[src/rtl/inst_fetch_unit.sv]
// Instruction fetch stage: sequential PC generation, imem req/ack handshake and a
// prefetch FIFO feeding decode. Redirects flush the FIFO and squash in-flight fetches.
module inst_fetch_unit #(
    parameter int unsigned DEPTH    = 4,
    parameter logic [31:0] RESET_PC = 32'h0000_0000
) (
    input  logic        clk,
    input  logic        reset,
    output logic        imem_req,
    output logic [31:0] imem_addr,
    input  logic        imem_ack,
    input  logic [31:0] imem_rdata,
    input  logic        redirect_valid,
    input  logic [31:0] redirect_pc,
    output logic        inst_valid,
    output logic [31:0] inst,
    output logic [31:0] inst_pc,
    input  logic        inst_ready
);

    localparam int unsigned PTR_W = $clog2(DEPTH);
    localparam int unsigned CNT_W = $clog2(DEPTH + 1);

    typedef enum logic [1:0] {
        IDLE,
        REQ,
        DROP
    } state_e;

    typedef struct packed {
        logic [31:0] pc;
        logic [31:0] word;
    } entry_t;

    state_e           state_q, state_d;
    logic [31:0]      req_addr_q, req_addr_d;
    logic [31:0]      fetch_pc_q, fetch_pc_d;

    entry_t           fifo_q [DEPTH];
    logic [PTR_W-1:0] wr_ptr_q, rd_ptr_q;
    logic [CNT_W-1:0] count_q;

    logic             push, pop, flush;
    logic [CNT_W-1:0] count_after_pop;
    logic             space_now, space_after_push;
    logic [31:0]      redirect_tgt, req_addr_inc;

    assign imem_req   = (state_q == REQ) || (state_q == DROP);
    assign imem_addr  = req_addr_q;
    assign inst_valid = (count_q != '0);
    assign inst       = fifo_q[rd_ptr_q].word;
    assign inst_pc    = fifo_q[rd_ptr_q].pc;

    assign pop             = inst_valid && inst_ready;
    assign count_after_pop = count_q - CNT_W'(pop);
    // Credit counts this cycle's pop, so a full FIFO being drained can still issue.
    assign space_now        = count_after_pop < CNT_W'(DEPTH);
    assign space_after_push = count_after_pop < CNT_W'(DEPTH - 1);
    assign redirect_tgt     = redirect_pc & 32'hFFFF_FFFC;
    assign req_addr_inc     = req_addr_q + 32'd4;

    always_comb begin
        // NOTE: every signal driven here gets a default first, so no branch can leave one
        // unassigned and infer a latch.
        state_d    = state_q;
        req_addr_d = req_addr_q;
        fetch_pc_d = fetch_pc_q;
        push       = 1'b0;
        flush      = 1'b0;

        case (state_q)
            IDLE: begin
                if (redirect_valid) begin
                    flush      = 1'b1;
                    fetch_pc_d = redirect_tgt;
                    req_addr_d = redirect_tgt;
                    state_d    = REQ;
                end else if (space_now) begin
                    req_addr_d = fetch_pc_q;
                    state_d    = REQ;
                end
            end

            REQ: begin
                if (redirect_valid) begin
                    flush      = 1'b1;
                    fetch_pc_d = redirect_tgt;
                    if (imem_ack) begin
                        req_addr_d = redirect_tgt;
                    end else begin
                        // The outstanding request cannot be retracted; wait out its ack.
                        state_d = DROP;
                    end
                end else if (imem_ack) begin
                    push       = 1'b1;
                    fetch_pc_d = req_addr_inc;
                    if (space_after_push) begin
                        req_addr_d = req_addr_inc;
                    end else begin
                        state_d = IDLE;
                    end
                end
            end

            DROP: begin
                if (redirect_valid) begin
                    flush      = 1'b1;
                    fetch_pc_d = redirect_tgt;
                    if (imem_ack) begin
                        req_addr_d = redirect_tgt;
                        state_d    = REQ;
                    end
                end else if (imem_ack) begin
                    req_addr_d = fetch_pc_q;
                    state_d    = REQ;
                end
            end

            default: state_d = IDLE;
        endcase
    end

    always_ff @(posedge clk or negedge reset) begin
        if (!reset) begin
            state_q    <= IDLE;
            req_addr_q <= RESET_PC;
            fetch_pc_q <= RESET_PC;
        end else begin
            // NOTE: non-blocking assignments so every register samples pre-edge values.
            state_q    <= state_d;
            req_addr_q <= req_addr_d;
            fetch_pc_q <= fetch_pc_d;
        end
    end

    always_ff @(posedge clk or negedge reset) begin
        if (!reset) begin
            // NOTE: storage is cleared too, so the head outputs read zero throughout reset.
            for (int i = 0; i < int'(DEPTH); i++) begin
                fifo_q[i] <= '0;
            end
            wr_ptr_q <= '0;
            rd_ptr_q <= '0;
            count_q  <= '0;
        end else if (flush) begin
            rd_ptr_q <= wr_ptr_q;
            count_q  <= '0;
        end else begin
            if (push) begin
                fifo_q[wr_ptr_q] <= '{pc: req_addr_q, word: imem_rdata};
                wr_ptr_q         <= wr_ptr_q + PTR_W'(1);
            end
            if (pop) begin
                rd_ptr_q <= rd_ptr_q + PTR_W'(1);
            end
            case ({push, pop})
                2'b10:   count_q <= count_q + CNT_W'(1);
                2'b01:   count_q <= count_q - CNT_W'(1);
                default: ;
            endcase
        end
    end

endmodule

[config.mk]
export PLATFORM = sky130hd
export DESIGN_NAME = inst_fetch_unit
export DESIGN_NICKNAME = d
export VERILOG_FILES = /design/src/rtl/inst_fetch_unit.sv
export SDC_FILE = /design/constraint.sdc
export NUM_CORES = 1
export LEC_CHECK = 0
export BUFFER_PORTS_ARGS = -buffer_cell sky130_fd_sc_hd__buf_2
export CORE_MARGIN = 1.5
export CORE_UTILIZATION = 55
export DETAILED_ROUTE_END_ITERATION = 6
export HOLD_SLACK_MARGIN = 0.02
export PLACE_DENSITY = 0.75
export SETUP_SLACK_MARGIN = 0.02
export SLEW_MARGIN = 20
export SYNTH_ARGS = -nofsm -noshare
export SYNTH_HDL_FRONTEND = slang
export SYNTH_SLANG_ARGS = --single-unit
[constraint.sdc]
create_clock -name clk -period 4.4 [get_ports clk]
set_clock_uncertainty 0.1 [all_clocks]
set_input_delay 0.44 -clock clk [delete_from_list [all_inputs] [get_ports clk]]
set_output_delay 0.44 -clock clk [all_outputs]
set_load 0.005 [all_outputs]
After elaboration in Yosys (flattened, before gate mapping)
Cells that the tools add are included.
{"block": "word_totals", "wordCells": 91, "ff_bits": 329, "in_bits": 69, "out_inout_bits": 98}
{"block": "classes", "n_reduce_logical": 15, "n_lt_le_gt_ge": 5, "n_eq_ne": 12, "n_bitwise": 3, "add_sub_neg": 6, "mux": 36}
{"operator": "2-to-1 mux 32 bit", "count": 11}
{"operator": "bitwise mux 256 bit", "count": 1}
{"operator": "2-to-1 mux 64 bit", "count": 3}
{"operator": "binary-select mux 64 bit (select 2 bit)", "count": 1}
{"operator": "demux 64 bit (select 2 bit)", "count": 1}
{"operator": "case mux 32 bit (3 select lines)", "count": 1}
{"operator": "case mux 32 bit (2 select lines)", "count": 1}
{"operator": "adder 32 x 3 -> 32 bit, second input constant", "count": 1}
{"operator": "2-to-1 mux 2 bit", "count": 9}
{"operator": "!= test 3 bit, second input constant", "count": 6}
{"operator": "AND reduction 5 bit", "count": 2}
{"operator": "nonzero test 3 bit", "count": 3}
{"operator": ">= comparator 3 bit, second input constant", "count": 2}
{"operator": "inverter 2 -> 3 bit", "count": 2}
{"operator": "case mux 2 bit (3 select lines)", "count": 1}
{"operator": "case mux 3 bit (2 select lines)", "count": 1}
{"operator": "2-to-1 mux 1 bit", "count": 5}
{"operator": "adder 2 x 1 -> 2 bit, second input constant", "count": 2}
{"operator": "== test 2 x 1 -> 1 bit, second input constant", "count": 2}
{"operator": "== test 2 bit, second input constant", "count": 2}
{"operator": "nonzero test 2 bit", "count": 2}
{"operator": "adder 3 x 1 -> 3 bit, second input constant", "count": 1}
{"operator": "less-than comparator 3 x 1 -> 1 bit, second input constant", "count": 1}
{"operator": "less-than comparator 3 x 2 -> 1 bit, second input constant", "count": 1}
{"operator": "other kinds (14)", "count": 15}

Depth between registers and ports, before layout
Gate-level depths: netlist of the first run.
{"block": "depth", "depth_word": 8, "depth_mapped": 12}

Least setup slack after synthesis of the first run
OpenSTA, ideal clock, no wires.
{"block": "synth_path", "kind": "register to register", "start": "register count_q[2]", "end": "register req_addr_q[2] (netlist: imem_addr[2])", "path_buffers": 0, "stages_incl_launch_ff": 12, "path_slack_ps": 1487, "required_time_ps": 4179, "arrival_time_ps": 2692, "cell_sequence": "dfrtp_1 -> or3_1 -> nand2_1 -> inv_1 -> ha_1 -> ha_1 -> xor2_1 -> a21boi_0 -> o21ai_0 -> nor2_1 -> o21ai_0 -> a22o_1"}
{"block": "synth_between", "elab_chain_len": 6}
{"item": "start, declared", "line_no": "41", "source": "logic [CNT_W-1:0] count_q;"}
{"item": "start signal, assigned", "line_no": "157", "source": "2'b10: count_q <= count_q + CNT_W'(1);"}
{"item": "start signal, assigned", "line_no": "158", "source": "2'b01: count_q <= count_q - CNT_W'(1);"}
{"item": "nonzero test 3 bit (*)", "line_no": "50", "source": "assign inst_valid = (count_q != '0);"}
{"item": "via inst_valid", "line_no": "15", "source": "output logic inst_valid,"}
{"item": "logical AND 1 bit (*)", "line_no": "54", "source": "assign pop = inst_valid && inst_ready;"}
{"item": "subtractor 3 x 1 -> 3 bit (*)", "line_no": "55", "source": "assign count_after_pop = count_q - CNT_W'(pop);"}
{"item": "less-than comparator 3 x 2 -> 1 bit or less-than comparator 3 bit (tied branches)", "line_no": "58, 57"}
{"item": "!= test 3 bit (no source line)"}
{"item": "AND reduction 5 bit (no source line) (*)"}
{"item": "end signal, assigned", "line_no": "131", "source": "req_addr_q <= req_addr_d;"}
{"item": "end, declared", "line_no": "36", "source": "logic [31:0] req_addr_q, req_addr_d;"}
Mark *: on every way through the listed nets, which the timed path passes. The rest lies on a longest branch.
A chain may end at the register's enable or synchronous reset.

Worst setup path in the final report of the first run
{"block": "layout_path", "start": "register count_q[2]", "end": "register req_addr_q[28] (netlist: imem_addr[28])"}
{"block": "layout_between", "elab_chain_len": 6}
{"item": "nonzero test 3 bit", "line_no": "50"}
{"item": "logical AND 1 bit", "line_no": "54"}
{"item": "subtractor 3 x 1 -> 3 bit (*)", "line_no": "55"}
{"item": "less-than comparator 3 x 2 -> 1 bit or less-than comparator 3 bit (tied branches)", "line_no": "58, 57"}
{"item": "!= test 3 bit (no source line)"}
{"item": "AND reduction 5 bit (no source line) (*)"}
Every way passes the cells marked *; elsewhere a longest branch is shown, timed or not.

==> out/metrics.yaml, run 1 <==
logic_synthesis:
  synth_fp_nets: 1447
  ys_seq_area_share_pct: 49.8
  avgSynthCellArea_sq_um: 12.1
  yosys_warnings: 0
  ys_types: 65
  synth_edf_count: 0
  postSynthCellCount: 1365
  syn_area_sq_um: 16500
  synth-async-reset-ratio_pct: 100
  ys.flop_type: "dfrtp_1"
  synth_seq_cells: 329
setup_path:
  cp-start-kind: "register"
  slowest_delay_ps: 560
  cp.required_ps: 4760
  worst-setup-path-type: "reg -> reg"
  cp.arrival_ps: 3870
  path_common_cell: "ha_1"
  cpMaxStageDelayCell: "nor2_1"
  crit_chain: "or3_1, nand2_1, inv_1, ha_1, ha_1, xor2_1, a21boi_0, o21ai_0, nor2_1, buf_4, a21oi_1, o21ba_2"
  crit_path_end_kind: "register"
  critPathMaxFanout: 8
detailed_routing:
  drc: 0
  dr.pass1.iters: 5
  ant_nets: 0
  routed-via-count: 11675
  via_per_inst: 6.13
  drt_first_iter_violations: 929
  drt_wl_total_microns: 41300
  wire_per_inst_microns: 21.7
sta:
  period_needed_ps: 3510
  whs_ps: 80.0
  max_clock_freq_mhz: 285
  period_share_pct: 79.9
  relSlewSlack_pct: 22.5
  maxSlewViolCount: 0
  setup_violations: 0
  worst_slew_pin_slew_ps: 1150
  finalHoldViolCount: 0
  rsz0062_at_grt: "no"
  fin_setup_tns_ps: 0
die:
  initial_core_util_pct: 55.8
  fp-row-count: 63
  die_w_microns: 176
  io_pins: 167
  dieArea_sq_um: 31100
  core_area_sq_um: 29600
  die_y_microns: 176
power_and_ir_drop:
  p_sw_share_pct: 37.1
  powerDensity_nw_per_um2: 782
  pwr-share-comb_pct: 41.1
  intPower_mw: 9.31
  clockPowerShare_pct: 20.4
  pwr-share-seq_pct: 38.5
  p_sw_mw: 5.49
  total_power_mw: 14.8
  leakagePower_nw: 8.66
  irDropWorstVdd_uv: 387
layout:
  multi_input_area_sq_um: 7810
  syn_to_final_growth_pct: 14.4
  fin_nets: 1568
  fillCellCount: 2266
  fin_cells: 1904
  postLayoutCoreUtil_pct: 63.8
  regArea_sq_um: 8240
  drive_gt1_share_pct: 39.3
grt:
  grt_usage_pct: 27.2
  grt_max_degree: 116
  grt_pass1_vias: 12039
  antenna_found_initial: 1
  globalRouteOverflowTotal: 0
  grt_pass1_wl_microns: 66100
clocking:
  cts.sinks: 329
  cts_buffer_depth: 3
  insertion_delay_ps: 530
  tritoncts: "yes"
  htreeDepth: 2
  clock-root-buffer: "clkbuf_16"
  ctsResizeCount: 0
  cts_buffers: 37
  clk_pin_slew_ps: 60
run:
  cap_violations: 0
place:
  dp_cells: 1836
  dp_hpwl_microns: 25900
  place_congestion: 0.911
  place.port_buffers: 164
worst_hold_path:
  hold_path.class: "in -> reg"
status:
  outcome: "completed"
==> synthesized netlist by cell type (3+ instances only) <==
| library cell | instances | area, sq um |
|---|---|---|
| xor2_1 | 15 | 131 |
| o21ai_0 | 94 | 470 |
| a21oi_1 | 63 | 315 |
| buf_2 | 37 | 185 |
| o31ai_1 | 10 | 75.1 |
| o21a_1 | 3 | 22.5 |
| a22o_1 | 4 | 35.0 |
| xnor2_1 | 18 | 158 |
| nor4_1 | 3 | 18.8 |
| nor2_1 | 64 | 240 |
| a31oi_1 | 9 | 56.3 |
| nor2b_1 | 12 | 75.1 |
| o211ai_1 | 14 | 105 |
| nand3_1 | 26 | 130 |
| ha_1 | 12 | 150 |
| buf_1 | 8 | 30.0 |
| nand2_1 | 116 | 435 |
| a221oi_1 | 4 | 35.0 |
| clkbuf_1 | 65 | 244 |
| mux2i_1 | 23 | 230 |
| and3_1 | 3 | 18.8 |
| and2_1 | 5 | 31.3 |
| mux4_2 | 64 | 1440 |
| a22oi_1 | 3 | 22.5 |
| a32oi_1 | 5 | 43.8 |
| dfrtp_1 | 329 | 8230 |
| buf_4 | 3 | 22.5 |
| nand4_1 | 9 | 56.3 |
| nand2b_1 | 7 | 43.8 |
| mux2_2 | 255 | 2870 |
| a211oi_1 | 12 | 90.1 |
| inv_1 | 14 | 52.6 |
| nor3_1 | 15 | 75.1 |
| or3_1 | 3 | 18.8 |
==> cells by family (layout without fill, tap and decap cells) <==
kind of cell / Yosys count / after routing / share of synthesized area (%)
other: 0 / 1 / 0
AOI/OAI and AO/OA: 241 / 241 / 8.75
DFF: 329 / 329 / 49.8
adders and majority gates: 13 / 13 / 1.03
buffers and inverters: 128 / 276 / 3.30
and+or+nand+nor: 279 / 279 / 7.94
xor gates and xnor gates: 33 / 33 / 1.75
muxes: 342 / 342 / 27.5
==> per-layer routing <==
metal	global-route usage, %	share of wire [%]	wire length, microns
met5	0	0	0
met4	8.86	2.1	880
met3	4.33	6.5	2690
met2	45.3	48	20000
met1	36.6	43	17700
==> layout make-up <==
type / count / area share, %
tap: 390 / 2.58
multi-input combinational: 908 / 41.3
timing repair buffer: 196 / 5.94
clock buffer: 52 / 5.73
clock inverter: 14 / 0.655
antenna: 1 / 0.0132
inverter: 14 / 0.278
sequential: 329 / 43.5
==> stage by stage <==
stage | setup slack [ps] | cell area [sq um]
2_1_floorplan | 1490 | 16500
3_3_place_gp | 1020 | 17700
3_5_place_dp | 938 | 17700
4_1_cts | 918 | 18900
5_1_grt | 583 | 18900
6_report | 886 | 18900
==> worst paths after layout <==
path,cells past startpoint,from,slack [ps],to
setup / recovery,12,count_q[2],890,imem_addr[28]
hold / removal,3,redirect_pc[3],80,fetch_pc_q[3]
setup reg to reg,12,count_q[2],890,imem_addr[28]
hold reg to reg,2,fetch_pc_q[1],370,fetch_pc_q[1]
max in group asynchronous,3,reset,2630,fifo_q[231]
min in group asynchronous,2,reset,500,fifo_q[8]
==> critical path, delay by kind of cell, from the launching register on <==
family / cells / cell delay (ps)
AOI/OAI and AO/OA: 4 / 880
xor gates and xnor gates: 1 / 180
DFF: 1 / 410
adders and majority gates: 2 / 380
buffers and inverters: 2 / 400
and+or+nand+nor: 3 / 1090
==> power by group through the flow <==
stage	Sequential, mW	Clock [mW]	Combinational [mW]
after floorplan	4.94	0	4.61
after global placement	5.61	0	5.85
after detailed placement	5.72	0	6.04
after CTS	5.69	3.08	6.08
after global routing	5.90	3.21	6.63
final	5.70	3.02	6.08
==> cell usage in the layout, fill, tap and decap left out, types with 6 or more instances in the layout <==
| master | instances |
|---|---|
| dfrtp_1 | 327 |
| mux2_2 | 255 |
| buf_2 | 163 |
| nand2_1 | 112 |
| o21ai_0 | 93 |
| mux4_2 | 64 |
| nor2_1 | 64 |
| a21oi_1 | 62 |
| clkbuf_16 | 38 |
| buf_4 | 27 |
| nand3_1 | 26 |
| mux2i_1 | 23 |
| xnor2_1 | 18 |
| xor2_1 | 15 |
| inv_1 | 14 |
| nor3_1 | 14 |
| o211ai_1 | 14 |
| nor2b_1 | 12 |
| a211oi_1 | 12 |
| ha_1 | 12 |
| o31ai_1 | 10 |
| clkinv_2 | 10 |
| nand4_1 | 9 |
| a31oi_1 | 9 |
| clkbuf_8 | 8 |
| nand2b_1 | 7 |
| clkbuf_1 | 6 |
==> what timing repair did <==
item | in CTS | in global routing
buffers inserted | 0 | 0
endpoints found under the hold margin | 112 | 0
hold buffers | 1 | 0
==> state kept, by name (all words and copies together), names as in the netlist <==
signal and flops:
fifo_q 256, fetch_pc_q 32, imem_addr 32, count_q 3
rd_ptr_q 2, state_q 2, wr_ptr_q 2
Note: power is estimated with default switching activity, not from simulation.
==> run 2: changes to the inputs <==
ABC_AREA = 1   (was unset)
CORE_UTILIZATION = 54   (was 55)
PLACE_DENSITY = 0.77   (was 0.75)
clock period = 3.1 ns   (was 4.4 ns; I/O delays follow)
==> out/metrics.yaml, run 2 <==
status:
  outcome: "completed"
logic_synthesis:
  synth_fp_nets: 2248  # +55%
  synth_most_common_cell: "nand2_1"
  yosys_warnings: 0  # unchanged
  ys_seq_area_share_pct: 49.4  # -0.42 points
  synth_top_area_share_pct: 49.4  # -0.42 points
  synth_edf_count: 0  # unchanged
  synth_area_leaders: "dfrtp_1 (49%), nand2_1 (13%), o21ai_1 (7.9%)"
  synth_commonest_cells: "nand2_1 (572), dfrtp_1 (329), o21ai_1 (263), nor2_1 (219), o21ai_0 (213)"
  synth-async-reset-ratio_pct: 100  # unchanged
  syn_area_sq_um: 16700  # +0.85%
  avgSynthCellArea_sq_um: 7.70  # -36%
  synth_top_cell_by_area: "dfrtp_1"
  synth_seq_cells: 329  # unchanged
  ys.flop_type: "dfrtp_1"
  postSynthCellCount: 2166  # +59%
  ys_types: 38  # -42%
die:
  io_pins: 167  # unchanged
  dieArea_sq_um: 32000  # +2.7%
  die_y_microns: 179  # +1.3%
  core_area_sq_um: 30500  # +2.9%
  initial_core_util_pct: 54.7  # -1.1 points
  fp-row-count: 64  # +1.6%
  die_w_microns: 179  # +1.3%
grt:
  grt_usage_pct: 29.1  # +1.9 points
  globalRouteOverflowTotal: 0  # unchanged
  grt_pass1_vias: 14793  # +23%
  grt_pass1_wl_microns: 74400  # +13%
  antenna_found_initial: 0  # -1
  grt_max_degree: 105  # -9.5%
place:
  place_congestion: 0.947  # +3.9%
  dp_hpwl_microns: 29000  # +12%
  place.port_buffers: 164  # unchanged
power_and_ir_drop:
  total_power_mw: 21.2  # +43%
  p_sw_share_pct: 42.7  # +5.6 points
  pwr-share-comb_pct: 45.5  # +4.4 points
  intPower_mw: 12.1  # +30%
  powerDensity_nw_per_um2: 1090  # +40%
  leakagePower_nw: 9.40  # +8.6%
  clockPowerShare_pct: 19.5  # -0.9 points
  irDropWorstVdd_uv: 697  # +80%
  p_sw_mw: 9.04  # +65%
  pwr-share-seq_pct: 35.0  # -3.5 points
sta:
  period_needed_ps: 2930
  worst_slew_pin_slew_ps: 846  # -308 ps
  period_share_pct: 94.6
  rsz0062_at_grt: "no"
  maxSlewViolCount: 0  # unchanged
  finalHoldViolCount: 0  # unchanged
  setup_violations: 0  # unchanged
  relSlewSlack_pct: 43.6  # +21 points
  fin_setup_tns_ps: 0  # unchanged
  max_clock_freq_mhz: 341
layout:
  regMostFlops: "fifo_q"
  regArea_sq_um: 8240  # unchanged
  syn_to_final_growth_pct: 16.0
  postLayoutCoreUtil_pct: 63.4  # -0.44 points
  fin_nets: 2395  # +53%
  mostFrequentLayoutCells: "nand2_1 (568), dfrtp_1 (327), o21ai_1 (263)"
  final_common_cell: "nand2_1"
  fillCellCount: 2612  # +15%
  multi_input_area_sq_um: 7270  # -6.9%
  largest_register_ffs: 256  # unchanged
  drive_gt1_share_pct: 12.8  # -26 points
  n_antenna_cell: 0  # -1
clocking:
  cts.sinks: 329  # unchanged
  htreeDepth: 2  # unchanged
  cts_buffers: 35  # -5.4%
  clock-root-buffer: "clkbuf_16"
  ctsResizeCount: 0  # unchanged
  postCtsSetupBuffers: 0  # unchanged
  clk_pin_slew_ps: 60  # about the same
  cts_hold_buf: 38  # +37
  cts_buffer_depth: 3  # unchanged
  insertion_delay_ps: 520  # about the same
  tritoncts: "yes"
setup_path:
  cp-endpoint: "inst_pc[14]"
  reg2reg_from: "count_q[0]"
  crit_chain: "inv_4, buf_12, o21ai_0, o22ai_1, buf_2"
  slowest_delay_ps: 700  # +140 ps
  startpoint: "rd_ptr_q[0]"
  cp.arrival_ps: 2520  # -1350 ps
  worst-path-stages: 5  # -7
  rr_endpoint: "imem_addr[24]"
  cpMaxStageDelayCell: "dfrtp_4"
  crit_buf_inv: 3  # +1
  critPathMaxFanout: 60  # +52
  critPathTopFamily: "buffers and inverters"
  crit_path_end_kind: "output pin"
  r2r_setup_slack_ps: 350  # -540 ps
  worst-setup-path-type: "reg -> out"
  reg2reg_depth: 14  # +2
  cp.required_ps: 2690  # -2070 ps
  cp-start-kind: "register"
run:
  cap_violations: 0  # unchanged
worst_hold_path:
  min_path_cells: 3  # unchanged
  min_from: "imem_rdata[23]"
  hold_path.class: "in -> reg"
detailed_routing:
  drc: 0  # unchanged
  wire_per_inst_microns: 17.0  # -21%
  routed-via-count: 15927  # +36%
  ant_nets: 0  # unchanged
  drt_wl_total_microns: 46600  # +13%
  dr.pass1.iters: 6  # +1
  drt_first_iter_violations: 1604  # +73%
  via_per_inst: 5.83  # -5.0%
==> run 2: cell types whose count changed in the layout (fill, tap and decap cells not counted), moves of 17 or more <==
cell           change
xnor2_1           -17
nand3_1           +32
mux4_2            -64
a21oi_1           +18
o21ai_0          +120
o22ai_1           +67
o21ai_1          +262
inv_1            +103
mux2i_1           -23
nand2_1          +456
dlygate4sd3_1     +37
nor2_1           +155
mux2_2           -255
==> run 2: cells by family (layout without fill, tap and decap cells) <==
group                      count (synthesis)  count (layout)  share of synthesized area [%]
and+or+nand+nor                          881             881                           21.0
AOI/OAI and AO/OA                        669             669                           21.2
DFF                                      329             329                           49.4
buffers and inverters                    271             442                           7.27
adders and majority gates                 13              13                           1.02
xor gates and xnor gates                   3               3                          0.158
==> run 2: per-stage QoR <==
step                      cells  hold WS [ps]  worst slack (ps)  cell area, sq um
after global placement     2634           317               479             17800
after detailed placement   2634           322               438             17800
after floorplan            2166         -85.6               896             16700
after global routing       2733          41.9              96.4             19300
after CTS                  2733          20.5               238             19300
final                      2733          22.7               169             19300
==> run 2: worst min path at each step <==
| stage | to | slack [ps] |
|---|---|---|
| after floorplan | count_q[0] | -90 |
| after global placement | fifo_q[21] | 320 |
| after detailed placement | fifo_q[21] | 320 |
| after CTS | fifo_q[16] | 20 |
| final | fifo_q[215] | 20 |
| after global routing | fetch_pc_q[29] | 40 |
==> run 2: tightest hold or removal path, cell delays in order <==
cell	delay [ps]
buf_2	90
inv_1	70
o21ai_1	130
==> run 2: layout make-up <==
| class | count | share of cell area (%) |
|---|---|---|
| clock inverter | 9 | 0.453 |
| multi-input combinational | 1566 | 37.6 |
| timing repair buffer | 252 | 8.91 |
| tap | 396 | 2.56 |
| sequential | 329 | 42.6 |
| inverter | 129 | 2.54 |
| clock buffer | 52 | 5.38 |
==> run 2: power groups by stage <==
| stage | logic, mW | clock network [mW] | registers, mW |
|---|---|---|---|
| after floorplan | 6.41 | 0 | 7.01 |
| after global placement | 9.20 | 0 | 7.35 |
| after detailed placement | 9.46 | 0 | 7.42 |
| after CTS | 9.56 | 4.19 | 7.37 |
| after global routing | 10.8 | 4.37 | 7.62 |
| final | 9.63 | 4.13 | 7.41 |
==> run 2: routing by layer <==
layer,vias up,GRT usage [%],wire length [microns],share of wire [%]
li1,7508,-,-,-
met1,7540,40.0,19800,42
met2,771,47.7,21800,47
met3,108,3.80,3830,8.2
met4,0,9.76,1190,2.5
met5,-,0,0,0
==> run 3: changes to the inputs <==
RECOVER_POWER = 25   (was unset)
==> out/metrics.yaml, run 3 (synthesis gave the netlist of run 2 again) <==
setup_path:
  r2r_setup_slack_ps: 350  # about the same
  rr_endpoint: "imem_addr[24]"
  slowest_delay_ps: 710  # about the same
  worst-setup-path-type: "reg -> out"
  critPathTopFamily: "buffers and inverters"
  startpoint: "rd_ptr_q[0]"
  critPathMaxFanout: 60  # unchanged
  cp-endpoint: "inst_pc[14]"
  cp-start-kind: "register"
  worst-path-stages: 5  # unchanged
  cpMaxStageDelayCell: "dfrtp_4"
  cp.required_ps: 2690  # about the same
  reg2reg_from: "count_q[0]"
  crit_path_end_kind: "output pin"
  cp.arrival_ps: 2520  # about the same
  crit_chain: "inv_4, buf_12, o21ai_0, o22ai_1, buf_2"
  crit_buf_inv: 3  # unchanged
  reg2reg_depth: 14  # unchanged
place:
  place_congestion: 0.947  # unchanged
  place.port_buffers: 164  # unchanged
  dp_hpwl_microns: 29000  # unchanged
die:
  io_pins: 167  # unchanged
  fp-row-count: 64  # unchanged
  die_y_microns: 179  # unchanged
  core_area_sq_um: 30500  # unchanged
  initial_core_util_pct: 54.7  # unchanged
  dieArea_sq_um: 32000  # unchanged
  die_w_microns: 179  # unchanged
power_and_ir_drop:
  p_sw_share_pct: 42.7  # about the same
  irDropWorstVdd_uv: 697  # about the same
  total_power_mw: 21.1  # -0.11%
  p_sw_mw: 9.03  # -0.16%
  pwr-share-comb_pct: 45.4  # about the same
  leakagePower_nw: 9.37  # -0.34%
  intPower_mw: 12.1  # about the same
  clockPowerShare_pct: 19.5  # about the same
  pwr-share-seq_pct: 35.1  # about the same
  powerDensity_nw_per_um2: 1100  # +0.19%
clocking:
  cts.sinks: 329  # unchanged
  clk_pin_slew_ps: 60  # about the same
  htreeDepth: 2  # unchanged
  insertion_delay_ps: 520  # about the same
  clock-root-buffer: "clkbuf_16"
  cts_buffers: 35  # unchanged
  cts_buffer_depth: 3  # unchanged
  postCtsSetupBuffers: 0  # unchanged
  tritoncts: "yes"
layout:
  fillCellCount: 2619  # +0.27%
  fin_nets: 2395  # unchanged
  syn_to_final_growth_pct: 15.6
  largest_register_ffs: 256  # unchanged
  drive_gt1_share_pct: 12.6  # -0.21 points
  multi_input_area_sq_um: 7270  # unchanged
  regMostFlops: "fifo_q"
  postLayoutCoreUtil_pct: 63.2  # -0.18 points
  regArea_sq_um: 8240  # unchanged
  final_common_cell: "nand2_1"
  n_antenna_cell: 0  # unchanged
  mostFrequentLayoutCells: "nand2_1 (568), dfrtp_1 (327), o21ai_1 (263)"
run:
  cap_violations: 0  # unchanged
detailed_routing:
  dr.pass1.iters: 6  # unchanged
  via_per_inst: 5.82  # -0.21%
  drt_wl_total_microns: 46400  # -0.32%
  routed-via-count: 15893  # -0.21%
  ant_nets: 0  # unchanged
  drt_first_iter_violations: 1508  # -6.0%
  wire_per_inst_microns: 17.0  # -0.32%
  drc: 0  # unchanged
sta:
  period_needed_ps: 2930  # -5.13 ps
  setup_violations: 0  # unchanged
  max_clock_freq_mhz: 342  # +0.18%
  fin_setup_tns_ps: 0  # unchanged
  period_share_pct: 94.4  # -0.17 points
  whs_ps: 22.5  # -0.121 ps
  maxSlewViolCount: 0  # unchanged
  finalHoldViolCount: 0  # unchanged
  relSlewSlack_pct: 0.960  # -43 points
  worst_slew_pin_slew_ps: 1490  # +639 ps
  rsz0062_at_grt: "no"
grt:
  grt_max_degree: 105  # unchanged
  grt_pass1_wl_microns: 74400  # unchanged
  globalRouteOverflowTotal: 0  # unchanged
  antenna_found_initial: 0  # unchanged
  grt_pass1_vias: 14793  # unchanged
  grt_usage_pct: 29.1  # unchanged
status:
  outcome: "completed"
worst_hold_path:
  hold_path.class: "in -> reg"
  min_from: "imem_rdata[23]"
## run 3: metal layers
metal / GRT usage [%] / routed length (microns)
met1: 40.0 / 19800
met2: 47.7 / 21800
met3: 3.80 / 3780
met4: 9.76 / 1110
met5: 0 / 0
## run 3: layout make-up
class | instances | area share, %
inverters | 129 | 2.54
flip-flops and latches | 329 | 42.7
multi-input cells | 1566 | 37.7
clock inverters | 9 | 0.454
clock buffers | 52 | 5.40
repair buffers | 252 | 8.65
well taps | 396 | 2.57
## run 3: tightest hold or removal path, stage by stage
cell and delay (ps):
buf_2 90, inv_1 70, o21ai_1 130
## run 3: worst min path at each step
stage	cells after the start	endpoint	slack, ps
final	3	fifo_q[215]	20
after global routing	3	fetch_pc_q[29]	40
after CTS	3	fifo_q[16]	20
after detailed placement	1	fifo_q[21]	320
after global placement	1	fifo_q[21]	320
after floorplan	0	count_q[0]	-90
## run 3: power groups by stage
stage	combinational, mW	clock (mW)	sequential (mW)
floorplan	6.41	0	7.01
global placement	9.20	0	7.35
detailed placement	9.46	0	7.42
CTS	9.56	4.19	7.37
global route	10.8	4.37	7.62
finish	9.60	4.13	7.41
## run 3: repair_timing
item                                   CTS  global route
gates resized for setup                  0             0
hold buffers                            38             0
endpoints found under the hold margin  214             0
## run 3: metrics by stage
stage	cells	instance area, sq um	worst slack [ps]
global route	2733	19300	50.3
finish	2733	19300	174
floorplan	2166	16700	896
CTS	2733	19300	238
detailed placement	2634	17800	438
global placement	2634	17800	479
